$ cat config.mk
export PLATFORM = sky130hd
export DESIGN_NAME = msg_pad_engine
export DESIGN_NICKNAME = d
export VERILOG_FILES = /design/src/rtl/msg_pad_engine.sv
export SDC_FILE = /design/constraint.sdc
export NUM_CORES = 1
export LEC_CHECK = 0
export CAP_MARGIN = 15
export CORE_ASPECT_RATIO = 1.25
export CORE_UTILIZATION = 58
export DETAILED_ROUTE_END_ITERATION = 16
export PLACE_DENSITY = 0.89
export SLEW_MARGIN = 25
export SYNTH_ARGS = -nofsm -noshare
export SYNTH_HDL_FRONTEND = slang
export SYNTH_SLANG_ARGS = --single-unit
$ cat constraint.sdc
create_clock -name clk -period 3.8 [get_ports clk]
set_clock_uncertainty 0.15 [all_clocks]
set_input_delay 0.57 -clock clk [delete_from_list [all_inputs] [get_ports clk]]
set_output_delay 0.57 -clock clk [all_outputs]
set_load 0.05 [all_outputs]
$ cat src/rtl/msg_pad_engine.sv
// ---------------------------------------------------------------------------
// msg_pad_engine
//
// Purpose:
//    Appends hash-style padding to a message already held in a byte-wide
//    memory. For a message of msg_len bytes at base_addr it writes a single
//    0x80 marker byte, then enough 0x00 bytes, then a big-endian bit-length
//    field. The result is a padded length that is a whole number of
//    BLOCK_BYTES blocks. A request whose padded image would run past the
//    top of the address space is rejected without touching memory.
//
// Ports:
//    clk         in   clock, rising edge
//    rst         in   synchronous active-high reset
//    start       in   pad request, sampled only while idle
//    base_addr   in   byte address of message byte 0
//    msg_len     in   message length in bytes
//    mem_we      out  write request
//    mem_addr    out  write byte address
//    mem_wdata   out  write data byte
//    mem_ready   in   memory accepts the presented write this cycle
//    busy        out  high whenever the engine is not idle
//    done        out  one-cycle pulse after the last padding byte is accepted
//    error       out  one-cycle pulse when a request is rejected
//    num_blocks  out  padded length in blocks, valid from done to next start
// ---------------------------------------------------------------------------
module msg_pad_engine #(
    parameter int ADDR_WIDTH  = 10,
    parameter int BLOCK_BYTES = 64,
    parameter int LEN_BYTES   = 8
) (
    input  logic                  clk,
    input  logic                  rst,
    input  logic                  start,
    input  logic [ADDR_WIDTH-1:0] base_addr,
    input  logic [ADDR_WIDTH-1:0] msg_len,
    output logic                  mem_we,
    output logic [ADDR_WIDTH-1:0] mem_addr,
    output logic [7:0]            mem_wdata,
    input  logic                  mem_ready,
    output logic                  busy,
    output logic                  done,
    output logic                  error,
    output logic [ADDR_WIDTH-1:0] num_blocks
);

    // Length arithmetic is two bits wider than an address so neither the
    // padded length nor base+padded can wrap.
    localparam int CW        = ADDR_WIDTH + 2;
    localparam int LB        = LEN_BYTES * 8;
    localparam int BLK_SHIFT = $clog2(BLOCK_BYTES);
    localparam int LCW       = $clog2(LEN_BYTES + 1);
    localparam int LENW      = ADDR_WIDTH + 3;

    typedef enum logic [2:0] {
        IDLE,
        CALC,
        PAD80,
        ZERO,
        LEN,
        FIN
    } state_t;

    state_t                r_state;
    state_t                w_nextState;

    logic [ADDR_WIDTH-1:0] r_base;
    logic [ADDR_WIDTH-1:0] r_len;
    logic [ADDR_WIDTH-1:0] r_addr;
    logic [CW-1:0]         r_zeroCnt;
    logic [LB-1:0]         r_lenShift;
    logic [LCW-1:0]        r_lenCnt;
    logic [ADDR_WIDTH-1:0] r_numBlocks;

    logic [CW-1:0]         w_need;
    logic [CW-1:0]         w_padLen;
    logic [CW-1:0]         w_zeroCnt;
    logic [CW:0]           w_endAddr;
    logic                  w_reject;
    logic [LENW-1:0]       w_lenBits;
    logic [ADDR_WIDTH-1:0] w_numBlocksCalc;
    logic                  w_memWe;
    logic                  w_accept;

    // Padded-length calculation, evaluated from the latched request while in
    // CALC. The rounding works because BLOCK_BYTES is a power of two.
    always_comb begin
        w_need          = CW'(r_len) + CW'(1 + LEN_BYTES);
        w_padLen        = (w_need + CW'(BLOCK_BYTES - 1)) & ~CW'(BLOCK_BYTES - 1);
        w_zeroCnt       = w_padLen - CW'(r_len) - CW'(1 + LEN_BYTES);
        w_endAddr       = (CW + 1)'(r_base) + (CW + 1)'(w_padLen);
        w_reject        = w_endAddr > ((CW + 1)'(1) << ADDR_WIDTH);
        w_lenBits       = {r_len, 3'b000};
        w_numBlocksCalc = ADDR_WIDTH'(w_padLen >> BLK_SHIFT);
    end

    assign w_accept = w_memWe & mem_ready;

    // State register.
    always_ff @(posedge clk) begin
        if (rst) begin
            r_state <= IDLE;
        end else begin
            r_state <= w_nextState;
        end
    end

    // Next-state logic. Write states only advance on an accepted write, so a
    // stalled memory simply freezes the engine where it is.
    always_comb begin
        w_nextState = r_state;
        unique case (r_state)
            IDLE:  if (start) w_nextState = CALC;
            CALC:  w_nextState = w_reject ? IDLE : PAD80;
            PAD80: if (w_accept) w_nextState = (r_zeroCnt == '0) ? LEN : ZERO;
            ZERO:  if (w_accept && (r_zeroCnt == CW'(1))) w_nextState = LEN;
            LEN:   if (w_accept && (r_lenCnt == LCW'(1))) w_nextState = FIN;
            FIN:   w_nextState = IDLE;
            default: w_nextState = IDLE;
        endcase
    end

    // Output decode. Address and data are forced to zero whenever no write
    // is requested so the bus is quiet while idle.
    always_comb begin
        w_memWe   = 1'b0;
        mem_addr  = '0;
        mem_wdata = 8'h00;
        busy      = (r_state != IDLE);
        done      = (r_state == FIN);
        error     = (r_state == CALC) && w_reject;
        unique case (r_state)
            PAD80: begin
                w_memWe   = 1'b1;
                mem_addr  = r_addr;
                mem_wdata = 8'h80;
            end
            ZERO: begin
                w_memWe   = 1'b1;
                mem_addr  = r_addr;
                mem_wdata = 8'h00;
            end
            LEN: begin
                w_memWe   = 1'b1;
                mem_addr  = r_addr;
                mem_wdata = r_lenShift[LB-1 -: 8];
            end
            default: begin
                w_memWe   = 1'b0;
            end
        endcase
    end

    assign mem_we     = w_memWe;
    assign num_blocks = r_numBlocks;

    // Request and write-pointer registers. The three write phases share one
    // incrementing address because marker, zeros and length field are
    // contiguous. The length field is shifted out MSB first.
    always_ff @(posedge clk) begin
        if (rst) begin
            r_base      <= '0;
            r_len       <= '0;
            r_addr      <= '0;
            r_zeroCnt   <= '0;
            r_lenShift  <= '0;
            r_lenCnt    <= '0;
            r_numBlocks <= '0;
        end else begin
            unique case (r_state)
                IDLE: begin
                    if (start) begin
                        r_base      <= base_addr;
                        r_len       <= msg_len;
                        r_numBlocks <= '0;
                    end
                end
                CALC: begin
                    r_addr     <= r_base + r_len;
                    r_zeroCnt  <= w_zeroCnt;
                    r_lenShift <= LB'(w_lenBits);
                    r_lenCnt   <= LCW'(LEN_BYTES);
                    if (!w_reject) begin
                        r_numBlocks <= w_numBlocksCalc;
                    end
                end
                PAD80: begin
                    if (w_accept) begin
                        r_addr <= r_addr + ADDR_WIDTH'(1);
                    end
                end
                ZERO: begin
                    if (w_accept) begin
                        r_addr    <= r_addr + ADDR_WIDTH'(1);
                        r_zeroCnt <= r_zeroCnt - CW'(1);
                    end
                end
                LEN: begin
                    if (w_accept) begin
                        r_addr     <= r_addr + ADDR_WIDTH'(1);
                        r_lenShift <= r_lenShift << 8;
                        r_lenCnt   <= r_lenCnt - LCW'(1);
                    end
                end
                default: begin
                end
            endcase
        end
    end

endmodule

==> flow_summary.ini <==
[critical_path]
r2r_end = num_blocks[4]$_SDFFE_PP0P_
worstRegToRegCells = 12
endpoint_kind = output pin
cpMaxStageDelayCell = fa_1
cp_max_fo = 7
criticalPathCategory = register to output pin
slowest_delay_ns = 0.51
path_cells = ha_1 -> a21o_1 -> ha_4 -> inv_1 -> fa_1 -> nor4b_4 -> nand3_1 -> a21oi_2 -> o2111ai_2 -> and3_1 -> buf_6
timing.rr.start = r_len[3]$_SDFFE_PP0P_
cp.required_ns = 3.08
reg2reg_slack_ns = 0.44
startpoint_type = register
worstPathArrival_ns = 3.08

[final_layout]
fin_nets = 855
drive_gt1_frac = 0.0891
syn2layout_area_growth_pct = 21.2
insertedDiodeCount = 0
nFillCells = 749

[timing]
period_needed_ns = 3.80
hold_viol = 0
min_period_over_period = 0.999
rsz0062_at_grt = true
max_slew_margin = 0.509
finalSetupViolCount = 0
worst_slew_pin_slew_ns = 0.733
setup_ws_ns = 0.00472
slew_viol_final = 0
fmax_mhz = 263
whs_ns = 0.299
finalSetupTns_ns = 0

[drt]
wl_per_cell_um = 16.6
ant_nets = 0
totalWireLength_mm = 15.6
remaining_drc_errors = 0
dr.pass1.iters = 5
vias = 5673
vias_per_cell = 6.05
drt_iter0_markers = 442

[clocking]
numCtsBuffers = 17
clock_path_buffers = 2
cts.clk_slew.worst_paths_ns = 0.05
cts_tree = yes
cts_htree_levels = 4
clock_latency_ns = 0.42
cts_hold_buf = 0
root_buffer = clkbuf_16
numClockSinks = 115

[global_route]
antenna_found_initial = 0
grt_overflow = 0
grt_pass1_vias = 5362
track_usage = 0.304
grt_max_degree = 62
grt_pass1_wl_mm = 25.5

[synthesis]
synth_commonest_cells = 131 x nand2_1, 115 x dfxtp_1, 108 x a21oi_1
ys_warn_count = 0
synth_area_leaders = dfxtp_1 38%, a21oi_1 9.0%, nand2_1 8.2%, ha_1 6.7%, nand3_1 5.4%
synthArstFlopShare = 0
avgSynthCellArea_um2 = 7.84
synth.most_common_cell = nand2_1
synth-main-ff-cell = dfxtp_1
syn_inst = 765
synth.distinct_cells = 65
synth_top_area_frac = 0.384
yosysSeqAreaShare = 0.384
synthesis.area_um2 = 6000
synth_edf_count = 0
yosys.area.top_type = dfxtp_1
ys_ff_latch = 115

[pwr]
vdd_drop_max_uv = 489
power_w = 0.00559
p_leak_nw = 2.72
power.density_nw_per_um2 = 768

[floorplanning]
die_h_um = 116
dieArea_um2 = 10800
initial_core_util = 0.597
dieWidth_um = 93.0
io_pins = 56
rows = 41
coreArea_um2 = 10100

[outcome]
status = finished clean

[place]
dpl_worst_slack_ns = 0.206
gp_congestion = 0.965
dp_hpwl_mm = 10.1
portBuffers = 50

[min_path]
whs_path_depth = 2
min_to = r_lenShift[33]$_SDFFE_PP0P_
min_from = r_lenShift[33]$_SDFFE_PP0P_
hp-class = register to register

[run]
drv_cap = 0
metal layers:
layer	routed length, um	GRT usage	vias to the layer above
met5	0	0	-
met4	895	0.203	0
met3	1080	0.0676	79
met2	7660	0.512	248
met1	5930	0.346	2617
li1	-	-	2729
state kept, by name, indices dropped and copies added (netlist names):
name        cells
num_blocks      5
r_addr         10
r_base         10
r_len          10
r_lenCnt        4
r_lenShift     61
r_state         3
r_zeroCnt      12
worst max-delay path by stage:
stage,startpoint,to,slack [ns],depth (start not counted)
2_1_floorplan,r_len[5]$_SDFFE_PP0P_,error,0.31,11
3_3_place_gp,r_len[4]$_SDFFE_PP0P_,error,0.27,12
3_5_place_dp,r_len[4]$_SDFFE_PP0P_,error,0.21,12
4_1_cts,r_len[4]$_SDFFE_PP0P_,error,0.02,12
5_1_grt,r_len[5]$_SDFFE_PP0P_,error,-0.08,12
6_report,r_len[3]$_SDFFE_PP0P_,error,0.005,11
timing repair:
item                                    CTS  global route
buffers inserted                          2             1
endpoints found under the setup margin    1             9
resized for setup                        11             7
pin swaps                                 2             3
critical path, delay by kind of cell, from the launching register on:
family | cells | cell delay [ns]
fa+ha+maj | 3 | 1.02
buf+inv | 2 | 0.21
flops | 1 | 0.37
compound gates | 3 | 0.55
simple gates | 3 | 0.52
power by group:
group | total, W | leakage (nW) | internal (W) | switching [W]
combinational | 0.00225 | 1.49 | 0.000824 | 0.00143
sequential | 0.00165 | 0.935 | 0.00140 | 0.000255
clock | 0.00169 | 0.295 | 0.00111 | 0.000575
cells by family after synthesis:
kind of cell               synth area share
AOI/OAI and AO/OA                     0.195
xor gates and xnor gates             0.0248
adders and majority gates            0.0767
buffers and inverters                0.0613
DFF                                   0.384
muxes                                0.0119
other                              0.000625
and+or+nand+nor                       0.246
metrics by stage:
step / std cells / utilization / area, um^2
after floorplan: 769 / - / 6010
after global placement: 903 / 0.650 / 6540
after detailed placement: 903 / 0.650 / 6540
after CTS: 936 / 0.719 / 7230
after global routing: 937 / 0.723 / 7270
final: 937 / 0.723 / 7270
cell type report:
| type | instances | area (um^2) | area share |
|---|---|---|---|
| multi-input cells | 567 | 3440 | 0.473 |
| flip-flops and latches | 115 | 2310 | 0.318 |
| repair buffers | 64 | 617 | 0.0848 |
| clock buffers | 19 | 443 | 0.0609 |
| clock inverters | 12 | 183 | 0.0251 |
| well taps | 129 | 161 | 0.0222 |
| inverters | 31 | 116 | 0.0160 |
cell usage in the layout (no fill, tap or decap), drive strengths merged, types with 5 or more instances in the layout:
master,n
a21o,8
a21oi,109
a22oi,12
and2,15
buf,16
clkbuf,19
clkdlybuf4s50,48
clkinv,5
conb,5
dfxtp,115
ha,32
inv,31
mux2i,6
nand2,132
nand2b,5
nand3,65
nor2,34
nor2b,6
nor3,15
nor4,6
o211ai,6
o21ai,24
o22ai,5
or3,5
xnor2,8
xor2,9
No activity file was read; power rests on OpenSTA's default activity.
